$ cat config.mk
export PLATFORM = sky130hd
export DESIGN_NAME = sync_fifo
export DESIGN_NICKNAME = d
export VERILOG_FILES = /design/src/rtl/sync_fifo_pkg.sv /design/src/rtl/fifo_mem.sv /design/src/rtl/sync_fifo.sv
export SDC_FILE = /design/constraint.sdc
export NUM_CORES = 1
export LEC_CHECK = 0
export ABC_CLOCK_PERIOD_IN_PS = 1800
export CELL_PAD_IN_SITES_DETAIL_PLACEMENT = 0
export CELL_PAD_IN_SITES_GLOBAL_PLACEMENT = 1
export CORE_MARGIN = 4
export CORE_UTILIZATION = 44
export CTS_BUF_LIST = sky130_fd_sc_hd__clkbuf_4 sky130_fd_sc_hd__clkbuf_8 sky130_fd_sc_hd__clkbuf_16
export CTS_CLUSTER_DIAMETER = 80
export DETAILED_ROUTE_END_ITERATION = 10
export HOLD_SLACK_MARGIN = 0.05
export PLACE_DENSITY_LB_ADDON = 0.15
export SLEW_MARGIN = 15
export SYNTH_ARGS = -nofsm -noshare
export SYNTH_HDL_FRONTEND = slang
export SYNTH_SLANG_ARGS = --single-unit
$ cat constraint.sdc
create_clock -name clk -period 1.8 [get_ports clk]
set_input_delay 0.27 -clock clk [delete_from_list [all_inputs] [get_ports clk]]
set_output_delay 0.27 -clock clk [all_outputs]
set_load 0.1 [all_outputs]
$ cat src/rtl/sync_fifo_pkg.sv
// Shared constants for the synchronous FIFO: default geometry, thresholds and read-mode encodings.
package sync_fifo_pkg;

  localparam int unsigned DEFAULT_DSIZE     = 8;
  localparam int unsigned DEFAULT_ASIZE     = 3;
  localparam int unsigned DEFAULT_AF_MARGIN = 2;
  localparam int unsigned DEFAULT_AE_THRESH = 2;

  // Read-mode encodings for the FWFT parameter
  localparam int unsigned FWFT_OFF = 0;
  localparam int unsigned FWFT_ON  = 1;

endpackage

$ cat src/rtl/fifo_mem.sv
// FIFO storage array: synchronous write, asynchronous read, no reset.
module fifo_mem
  import sync_fifo_pkg::*;
#(
  parameter int unsigned DSIZE = DEFAULT_DSIZE,
  parameter int unsigned ASIZE = DEFAULT_ASIZE
) (
  input  logic             clk,
  input  logic             we,
  input  logic [ASIZE-1:0] waddr,
  input  logic [DSIZE-1:0] wdata,
  input  logic [ASIZE-1:0] raddr,
  output logic [DSIZE-1:0] rdata_c
);

  localparam int unsigned DEPTH = 1 << ASIZE;

  logic [DSIZE-1:0] mem [DEPTH];

  always_ff @(posedge clk) begin
    if (we) mem[waddr] <= wdata;
  end

  assign rdata_c = mem[raddr];

endmodule

$ cat src/rtl/sync_fifo.sv
// Single-clock FIFO with registered status flags, occupancy level, sticky error
// flags and a selectable registered-read or first-word-fall-through read port.
module sync_fifo
  import sync_fifo_pkg::*;
#(
  parameter int unsigned DSIZE     = DEFAULT_DSIZE,
  parameter int unsigned ASIZE     = DEFAULT_ASIZE,
  parameter int unsigned AF_THRESH = (1 << ASIZE) - DEFAULT_AF_MARGIN,
  parameter int unsigned AE_THRESH = DEFAULT_AE_THRESH,
  parameter int unsigned FWFT      = FWFT_OFF
) (
  input  logic             clk,
  input  logic             rst,
  input  logic [DSIZE-1:0] wdata,
  input  logic             winc,
  input  logic             rinc,
  input  logic             flag_clr,
  output logic [DSIZE-1:0] rdata,
  output logic             wfull,
  output logic             rempty,
  output logic             walmost_full,
  output logic             ralmost_empty,
  output logic [ASIZE:0]   level,
  output logic             overflow,
  output logic             underflow
);

  localparam int unsigned PW = ASIZE + 1;

  logic [PW-1:0]    wptr, rptr;
  logic [PW-1:0]    wptr_n, rptr_n, level_n;
  logic             wr_ok_c, rd_ok_c;
  logic [ASIZE-1:0] raddr_c;
  logic [DSIZE-1:0] mem_rdata_c;
  logic [DSIZE-1:0] rdata_n;

  // Gating uses the pre-edge flags only, so there is no full/empty bypass
  assign wr_ok_c = winc && !wfull;
  assign rd_ok_c = rinc && !rempty;

  fifo_mem #(
    .DSIZE (DSIZE),
    .ASIZE (ASIZE)
  ) u_mem (
    .clk     (clk),
    .we      (wr_ok_c && !rst),
    .waddr   (wptr[ASIZE-1:0]),
    .wdata   (wdata),
    .raddr   (raddr_c),
    .rdata_c (mem_rdata_c)
  );

  // FWFT pre-fetches the entry that will be head after this edge
  assign raddr_c = (FWFT == FWFT_ON) ? rptr_n[ASIZE-1:0] : rptr[ASIZE-1:0];

  // Next pointers and occupancy
  always_comb begin
    wptr_n  = wptr + PW'(wr_ok_c);
    rptr_n  = rptr + PW'(rd_ok_c);
    level_n = level;
    if (wr_ok_c && !rd_ok_c)      level_n = level + PW'(1);
    else if (rd_ok_c && !wr_ok_c) level_n = level - PW'(1);
  end

  // Next read data; in FWFT a write into an otherwise-empty FIFO becomes head directly
  always_comb begin
    rdata_n = rdata;
    if (FWFT == FWFT_ON) begin
      if (level_n != '0) begin
        if (wr_ok_c && (rptr_n[ASIZE-1:0] == wptr[ASIZE-1:0])) rdata_n = wdata;
        else                                                   rdata_n = mem_rdata_c;
      end
    end else if (rd_ok_c) begin
      rdata_n = mem_rdata_c;
    end
  end

  always_ff @(posedge clk) begin
    if (rst) begin
      wptr          <= '0;
      rptr          <= '0;
      level         <= '0;
      wfull         <= 1'b0;
      rempty        <= 1'b1;
      walmost_full  <= 1'b0;
      ralmost_empty <= 1'b1;
      overflow      <= 1'b0;
      underflow     <= 1'b0;
      rdata         <= '0;
    end else begin
      wptr          <= wptr_n;
      rptr          <= rptr_n;
      level         <= level_n;
      wfull         <= (wptr_n[ASIZE-1:0] == rptr_n[ASIZE-1:0]) && (wptr_n[ASIZE] != rptr_n[ASIZE]);
      rempty        <= (wptr_n == rptr_n);
      walmost_full  <= (level_n >= PW'(AF_THRESH));
      ralmost_empty <= (level_n <= PW'(AE_THRESH));
      // A new error event wins over a coincident clear
      overflow      <= (winc && wfull) || (overflow && !flag_clr);
      underflow     <= (rinc && rempty) || (underflow && !flag_clr);
      rdata         <= rdata_n;
    end
  end

endmodule

After elaboration in Yosys (flattened, before gate mapping)
Memory sizes are Yosys's and may differ from the RTL's. A register that Yosys moved wholly into a read port is not among the register bits. Cells that the tools add are included.

Memories: 1. Memory bits (writable): 64. Word-level logic and storage cells: 41. Input bits: 13. Bits in registers: 18.

$lt $le $gt $ge: 2. Equal/unequal tests: 3. $add $sub $neg: 4. Muxes and demuxes: 4. Reductions and logical operators: 18.

Memories: u_mem.mem (words 8, bits a word 8, rd ports 1, clocked after memory_dff 1, wr ports 1, line fifo_mem.sv:18) `logic [DSIZE-1:0] mem [DEPTH];`.

Operators by type and width (number): $logic_and 1x1->1 (10); $add 4x1->4 (2); $mux 4 (2); $logic_not 1->1 (6); $add 4x1->4 const B (1); $eq 4x4->1 (1); $ge 4x3->1 const B (1); $le 4x2->1 const B (1); $sub 4x1->4 const B (1); $eq 3x3->1 (1); $logic_or 1x1->1 (2); $mux 1 (2); $ne 1x1->1 (1).

Longest topological paths before layout
Word-level depth: 7. Mapped depth: 10.

Modules after synthesis
A second synthesis with hierarchy kept.

Cells, all modules: 229. Area, all modules: 3653.5 sq um.

Modules (own cells, without submodules): fifo_mem (area each 2531.2 sq um, seq. area each 1921.8 sq um, times used 1, cells each 106); sync_fifo (area each 1122.3 sq um, seq. area each 520.5 sq um, times used 1, cells each 123).

Least setup slack after synthesis
Ideal clock, no wire load.

Kind: register -> register. Start: register rempty. End: register wfull. Stages on the path, launching flop included: 11. Clock period less this slack: 2617 ps. Data arrival time: 2539 ps. Path slack: -817 ps. Data required time: 1722 ps. Path through: dfxtp_1 nand2b_4 inv_2 buf_6 buf_2 ha_1 ha_1 xnor2_1 xnor2_1 nand3_1 nor3_1.

Longest elaborated chain between the ends: 5. Elaborated cells between the ends (all ways): 6.

Ends and longest elaborated chain: from (decl) (line sync_fifo.sv:20) `output logic rempty,`; from (signal assigned) (line sync_fifo.sv:95) `rempty <= (wptr_n == rptr_n);`; $logic_not 1->1 (*) (line sync_fifo.sv:39) `assign rd_ok_c = rinc && !rempty;`; $logic_and 1x1->1 (*) (line sync_fifo.sv:39); $add 4x1->4 (*) (line sync_fifo.sv:59) `rptr_n = rptr + PW'(rd_ok_c);`; $eq 3x3->1 or $ne 1x1->1 (tied branches) (line sync_fifo.sv:94) `wfull <= (wptr_n[ASIZE-1:0] == rptr_n[ASIZE-1:0]) && (wptr_n[ASIZE] != rptr_n[ASIZE]);`; $logic_and 1x1->1 (*) (line sync_fifo.sv:94); to (signal assigned) (line sync_fifo.sv:94); to (decl) (line sync_fifo.sv:19) `output logic wfull,`.

Mark *: on every way between the ends. The rest lies on a longest branch, timed or not. A chain may end at the register's enable or synchronous reset.

==> impl_metrics.prom <==
# TYPE chip_impl_metric gauge
chip_impl_metric{name="clk_latency",unit="ns"} 0.35
chip_impl_metric{name="routed_via_density",unit=""} 5.13
chip_impl_info{name="cts_root_buffer",value="clkbuf_8"} 1
chip_impl_metric{name="antenna_violating_nets_post_route",unit=""} 0
chip_impl_metric{name="start_util",unit=""} 0.464
chip_impl_metric{name="cellLeakagePower",unit="nW"} 1.54
chip_impl_info{name="reg2reg_from",value="rptr[0]"} 1
chip_impl_info{name="worstHoldPathType",value="reg -> reg"} 1
chip_impl_metric{name="syn-instance-count",unit=""} 228
chip_impl_metric{name="place.port_buffers",unit=""} 30
chip_impl_metric{name="placed_area",unit="sq um"} 4310
chip_impl_info{name="crit_type",value="reg -> reg"} 1
chip_impl_metric{name="hold_viol",unit=""} 0
chip_impl_metric{name="drc",unit=""} 0
chip_impl_metric{name="route.final.wire_length",unit="um"} 6200
chip_impl_metric{name="drt_pass1_iterations",unit=""} 4
chip_impl_info{name="run_status",value="completed"} 1
chip_impl_metric{name="worst-path-max-fanout",unit=""} 13
chip_impl_metric{name="synth.lib_cells_used.distinct",unit=""} 37
chip_impl_metric{name="layout_worst_path_cycle_share",unit=""} 0.901
chip_impl_metric{name="htree_levels",unit=""} 3
chip_impl_metric{name="timing.final.ws_setup",unit="ns"} 0.178
chip_impl_metric{name="finalNetCount",unit=""} 302
chip_impl_metric{name="internal",unit="mW"} 3.36
chip_impl_metric{name="grt_max_degree",unit=""} 27
chip_impl_metric{name="syn_area_per_cell",unit="sq um"} 16.0
chip_impl_metric{name="routedWlPerCell",unit="um"} 15.9
chip_impl_metric{name="maxSlewViolCount",unit=""} 0
chip_impl_metric{name="timing.fmax",unit="MHz"} 617
chip_impl_metric{name="preCtsSetupSlack",unit="ns"} -0.158
chip_impl_metric{name="final-setup-viol-count",unit=""} 0
chip_impl_metric{name="hold-worst-slack",unit="ns"} 0.506
chip_impl_metric{name="peakVddDrop",unit="uV"} 716
chip_impl_metric{name="number_of_maximum_capacitance_constraint_violations",unit=""} 0
chip_impl_metric{name="power.net_switching",unit="mW"} 1.72
chip_impl_metric{name="swShare",unit=""} 0.339
chip_impl_metric{name="fraction_of_registers_with_async_set_reset",unit=""} 0
chip_impl_metric{name="fp.dieW",unit="um"} 99.2
chip_impl_metric{name="power-per-cell-area",unit="nW/um^2"} 1130
chip_impl_metric{name="core-area",unit="sq um"} 7890
chip_impl_metric{name="post_cts.resized_instances",unit=""} 0
chip_impl_metric{name="layout-drive-gt1-share",unit=""} 0.306
chip_impl_metric{name="grt_first_pass_wirelength",unit="um"} 10100
chip_impl_info{name="synth-main-ff-cell",value="edfxtp_1"} 1
chip_impl_metric{name="rows",unit=""} 32
chip_impl_metric{name="clock_path_buffers",unit=""} 2
chip_impl_info{name="rsz0062_at_grt",value="false"} 1
chip_impl_metric{name="seq_power_share",unit=""} 0.475
chip_impl_metric{name="fin_util",unit=""} 0.573
chip_impl_metric{name="power.combinational.fraction",unit=""} 0.261
chip_impl_metric{name="grt_overflow_total",unit=""} 0
chip_impl_metric{name="syn2layout_area_growth",unit="%"} 23.5
chip_impl_metric{name="seq_area_frac_synth",unit=""} 0.668
chip_impl_metric{name="insertedDiodeCount",unit=""} 0
chip_impl_metric{name="numClockSinks",unit=""} 90
chip_impl_metric{name="die_y",unit="um"} 99.2
chip_impl_metric{name="routed-via-count",unit=""} 2000
chip_impl_metric{name="design_area",unit="sq um"} 4520
chip_impl_info{name="tritoncts",value="built"} 1
chip_impl_metric{name="r2r_cells",unit=""} 4
chip_impl_metric{name="initial_antenna_violation_count",unit=""} 0
chip_impl_info{name="cp-endpoint",value="rdata[3]"} 1
chip_impl_metric{name="netlist_area",unit="sq um"} 3660
chip_impl_metric{name="timing.clock.skew",unit="ns"} 0.0141
chip_impl_metric{name="post_cts_buffers",unit=""} 0
chip_impl_metric{name="total_power",unit="mW"} 5.08
chip_impl_metric{name="detailedPlacementHpwl",unit="um"} 4490
chip_impl_metric{name="dieArea",unit="sq um"} 9830
chip_impl_metric{name="cts.hold.buffers_added",unit=""} 0
chip_impl_metric{name="setup_tns_final",unit="ns"} 0
chip_impl_metric{name="instances_no_fill",unit=""} 390
chip_impl_info{name="timing.rr.end",value="rdata[3]"} 1
chip_impl_metric{name="drt_iter0_drc",unit=""} 56
chip_impl_metric{name="cts.clk_slew.worst_paths",unit="ns"} 0.09
chip_impl_info{name="cp-start-kind",value="register"} 1
chip_impl_metric{name="yosys_warnings",unit=""} 0
chip_impl_metric{name="finalWorstPathRequiredPeriod",unit="ns"} 1.62
chip_impl_metric{name="max_slew_margin",unit=""} 0.758
chip_impl_info{name="startpoint",value="rptr[0]"} 1
chip_impl_metric{name="worst_slew_pin_slew",unit="ns"} 0.360
chip_impl_metric{name="place_inst",unit=""} 374
chip_impl_metric{name="synth-edff-count",unit=""} 64
chip_impl_metric{name="fillers",unit=""} 609
chip_impl_metric{name="numCtsBuffers",unit=""} 9
chip_impl_info{name="end_kind",value="register"} 1
chip_impl_metric{name="globalplace.congestion",unit=""} 0.721
chip_impl_metric{name="crit_required",unit="ns"} 2.03
chip_impl_metric{name="grt_usage",unit=""} 0.135
chip_impl_metric{name="p_clk_frac",unit=""} 0.264
chip_impl_metric{name="vias_in_the_first_global_route",unit=""} 1965
chip_impl_metric{name="synth_register_bits",unit=""} 90
chip_impl_metric{name="io_pins",unit=""} 31
chip_impl_metric{name="register_to_register_setup_slack",unit="ns"} 0.18
chip_impl_metric{name="synth.net_count",unit=""} 247
chip_impl_metric{name="arrival",unit="ns"} 1.86
[cells in the mapped netlist (3+ instances only)]
cell | instances | area, sq um
edfxtp_1 | 64 | 1920
dfxtp_1 | 26 | 521
nor2_1 | 24 | 90.1
a211oi_1 | 10 | 75.1
mux4_2 | 10 | 225
mux2i_1 | 8 | 80.1
nor3_1 | 8 | 40.0
xnor2_1 | 8 | 70.1
ha_1 | 6 | 75.1
inv_1 | 6 | 22.5
mux4_1 | 6 | 158
nand3_1 | 6 | 30.0
nor2b_1 | 4 | 25.0
buf_6 | 3 | 33.8
clkbuf_1 | 3 | 11.3
o21ai_0 | 3 | 15.0
[sequential cells by signal, indices dropped and copies added (netlist names), 4 cells and up]
register	cells
level	4
wptr	4
rptr	4
u_mem.mem	64
rdata	8
[cell families after synthesis]
family,count (synthesis),share of synthesized area
adders and majority gates,6,0.0205
muxes,24,0.127
AOI/OAI and AO/OA,22,0.0441
and+or+nand+nor,57,0.0839
xor gates and xnor gates,10,0.0240
buffers and inverters,19,0.0329
DFF,90,0.668
[layer usage]
layer  up-vias  share of wire  track usage
met3        11          0.045       0.0351
met2        42           0.47        0.210
met1       956           0.46        0.180
li1        991              -            -
met5         -              0            0
met4         0          0.021       0.0599
[layout make-up]
class                   instances  area, sq um  area share
well taps                     102          128      0.0283
clock inverters                 7         83.8      0.0186
clock buffers                   9          124      0.0274
repair buffers                 55          543       0.120
multi-input cells             119         1150       0.255
inverters                       8         32.5     0.00720
flip-flops and latches         90         2460       0.544
[cells in the final DEF, fill, tap and decap left out, types with 2 or more instances in the layout]
cell and n:
edfxtp_1 64, buf_4 35, nor2_1 21, dfxtp_1 21, clkdlybuf4s50_1 12, mux4_2 10
a211oi_1 10, clkbuf_8 9, mux2i_1 8, buf_12 8, xnor2_1 7, inv_1 6
mux4_1 6, nor3_1 6, nand3_1 6, nor2b_1 4, ha_1 4, nor2_2 3
o21ai_0 3, inv_8 3, dfxtp_4 3, nand2b_4 2, nand2_1 2, nand2b_1 2
or3_1 2, a21oi_1 2, and4_1 2, xor2_1 2, a41o_1 2, a22oi_1 2
ha_4 2, clkinv_4 2, clkinv_8 2, dfxtp_2 2
[power groups by stage]
stage	clock network, mW	registers (mW)	logic [mW]
after floorplan	0	2.96	0.488
after global placement	0	2.46	1.33
after detailed placement	0	2.47	1.34
after CTS	1.39	2.42	1.34
after global routing	1.50	2.43	1.41
final	1.34	2.41	1.32
[worst max-delay path, cell delays in order, from the launching register on]
cell	delay (ns)
dfxtp_1	0.43
buf_12	0.19
mux4_1	0.59
mux2i_1	0.20
a211oi_1	0.09
[worst min path at each step]
stage / slack, ns / start / cells after the start / endpoint
5_1_grt: 0.55 / rdata[6] / 2 / rdata[6]
3_3_place_gp: 0.48 / underflow / 2 / underflow
2_1_floorplan: 0.37 / wdata[0] / 0 / u_mem.mem[0][0]
4_1_cts: 0.51 / rdata[6] / 2 / rdata[6]
6_report: 0.51 / rdata[6] / 2 / rdata[6]
3_5_place_dp: 0.50 / rdata[6] / 2 / rdata[6]
(Power assumes the default switching activity.)
==> RTL edit, RTL diff (config.mk and constraints unchanged) <==
`rdata` no longer has a reset.
--- a/src/rtl/sync_fifo.sv
+++ b/src/rtl/sync_fifo.sv
@@ -86,7 +86,6 @@
       ralmost_empty <= 1'b1;
       overflow      <= 1'b0;
       underflow     <= 1'b0;
-      rdata         <= '0;
     end else begin
       wptr          <= wptr_n;
       rptr          <= rptr_n;
@@ -98,8 +97,11 @@
       // A new error event wins over a coincident clear
       overflow      <= (winc && wfull) || (overflow && !flag_clr);
       underflow     <= (rinc && rempty) || (underflow && !flag_clr);
-      rdata         <= rdata_n;
     end
+  end
+
+  always_ff @(posedge clk) begin
+    rdata <= rdata_n;
   end
 
 endmodule
Function: differs if rst is asserted again (counterexample within 4 cycles, from zero or initial values and one cycle with rst high); with rst held inactive, the same outputs for 10 cycles.
==> RTL edit against the original RTL <==
  * Final area increased by 0.39%
  * Routed wire length is 5.9% higher
  * Sequential cell count did not move
  * Via count decreased by 2.5%
  * Critical path depth is 1 higher
  * Setup slack got worse by 79 ps
  * First-iteration DRC count is 20% higher
  * Power grew 0.19%
  * Area after synthesis decreased by 2.3%
  * Critical path type unchanged
  * Largest cell class unchanged
  * Largest power group unchanged
==> RTL edit: results (changes against the original RTL) <==
<table>
<tr><th>Metric</th><th>Value</th></tr>
<tr><th colspan="2">Synthesis</th></tr>
<tr><td>Post-synth EDFFs</td><td>72 (was 64)</td></tr>
<tr><td>Netlist cell types</td><td>39 (was 37)</td></tr>
<tr><td>Adder and majority cell fraction of the synthesized area</td><td>2.102% (was 2.053%)</td></tr>
<tr><td>Portion of netlist area occupied by mux cells</td><td>12.61% (was 12.66%)</td></tr>
<tr><td>Post-synthesis sequential area ratio</td><td>70.61% (was 66.80%)</td></tr>
<tr><th colspan="2">Global routing</th></tr>
<tr><td>Overall Global Routing Usage</td><td>14.80% (was 13.53%)</td></tr>
<tr><td>Global-route wire length before repair</td><td>10.81 mm (was 10.14 mm)</td></tr>
<tr><td>Pin count of the biggest net entering global routing</td><td>19 (was 27)</td></tr>
<tr><th colspan="2">STA</th></tr>
<tr><td>Final worst clock skew</td><td>12.65 ps (was 14.13 ps)</td></tr>
<tr><td>Slew at the pin closest to its max-slew limit</td><td>333.8 ps (was 360.0 ps)</td></tr>
<tr><td>Hold slack final</td><td>518.1 ps (was 506.0 ps)</td></tr>
<tr><th colspan="2">Final layout</th></tr>
<tr><td>Total Nets Final</td><td>289 (was 302)</td></tr>
<tr><td>Share of layout cells above drive strength 1</td><td>40.73% (was 30.56%)</td></tr>
<tr><td>Area Overhead vs Synth</td><td>26.94% (was 23.55%)</td></tr>
<tr><th colspan="2">Worst hold path</th></tr>
<tr><td>Worst Hold Launch</td><td>underflow (was rdata[6])</td></tr>
<tr><th colspan="2">Setup path</th></tr>
<tr><td>Crit path arrival time</td><td>1950 ps (was 1860 ps)</td></tr>
<tr><td>Depth of the most critical reg-to-reg path</td><td>5 (was 4)</td></tr>
<tr><td>Startpoint of the worst register-to-register path</td><td>level[0] (was rptr[0])</td></tr>
<tr><th colspan="2">Placement</th></tr>
<tr><td>Number of instances in the placed design</td><td>361 (was 374)</td></tr>
<tr><td>Placed standard-cell area</td><td>0.004335 mm^2 (was 0.004309 mm^2)</td></tr>
<tr><td>Post-detailed-placement half-perimeter wirelength</td><td>4.489 mm (was 4.493 mm)</td></tr>
<tr><td>Routability-driven placement congestion ratio</td><td>0.7744 (was 0.7207)</td></tr>
<tr><th colspan="2">Pwr</th></tr>
<tr><td>P_leak</td><td>1.555 nW (was 1.541 nW)</td></tr>
<tr><td>Peak VDD IR</td><td>0.0008986 V (was 0.0007162 V)</td></tr>
<tr><th colspan="2">Status</th></tr>
<tr><td>Result of the run</td><td>finished, final reports clean (unchanged)</td></tr>
<tr><th colspan="2">Route</th></tr>
<tr><td>1st-iter DRT viols</td><td>67 (was 56)</td></tr>
<tr><td>Via density per instance</td><td>5.172 (was 5.128)</td></tr>
<tr><td>1st-pass router iterations</td><td>6 (was 4)</td></tr>
<tr><td>Detail-routed net length per standard cell</td><td>17.43 um (was 15.90 um)</td></tr>
</table>
## RTL edit: changes by cell type in the layout (fill, tap and decap cells not counted), sizes merged, moves of 7 or more
cell    change
dfxtp       -8
mux2i       -8
nor2        -9
edfxtp      +8
buf         +7
a211oi      -9
mux2        +8
## RTL edit: cell families (layout without fill, tap and decap cells)
logic type               Yosys count  after routing
AO/OA/AOI/OAI                     14             14
XOR/XNOR                          10             10
adder cells (fa/ha/maj)            6              6
buffers and inverters             16             85
flip-flops                        90             90
multiplexers                      24             24
AND/OR/NAND/NOR                   46             46
## RTL edit: metal layers
metal	up-vias	GRT usage, %	wire, um
li1	929	-	-
met1	981	18.86	2867
met2	30	24.45	3372
met3	10	3.643	240
met4	0	5.751	89
met5	-	0	0
## RTL edit: critical path: stages (launching register included)
cell,delay (ps)
dfxtp_4,350
inv_1,50
ha_1,330
or4_1,510
o211a_1,140
a41o_1,230
## RTL edit: worst paths after layout
path                                       to
worst max-delay path            ralmost_empty
worst min-delay path                underflow
worst max register to register  ralmost_empty
worst min register to register      underflow
## RTL edit: layout make-up
type,count,share of cell area (%)
flip-flops and latches,90,55.99
multi-input cells,100,23.21
repair buffers,62,12.86
well taps,102,2.815
clock buffers,9,2.732
clock inverters,7,1.656
inverters,7,0.7450
## RTL edit: power by group
| part | internal (mW) | switching, mW | leakage (nW) |
|---|---|---|---|
| Combinational | 0.500 | 0.810 | 0.659 |
| Sequential | 2.36 | 0.0524 | 0.802 |
| Clock | 0.649 | 0.719 | 0.0939 |
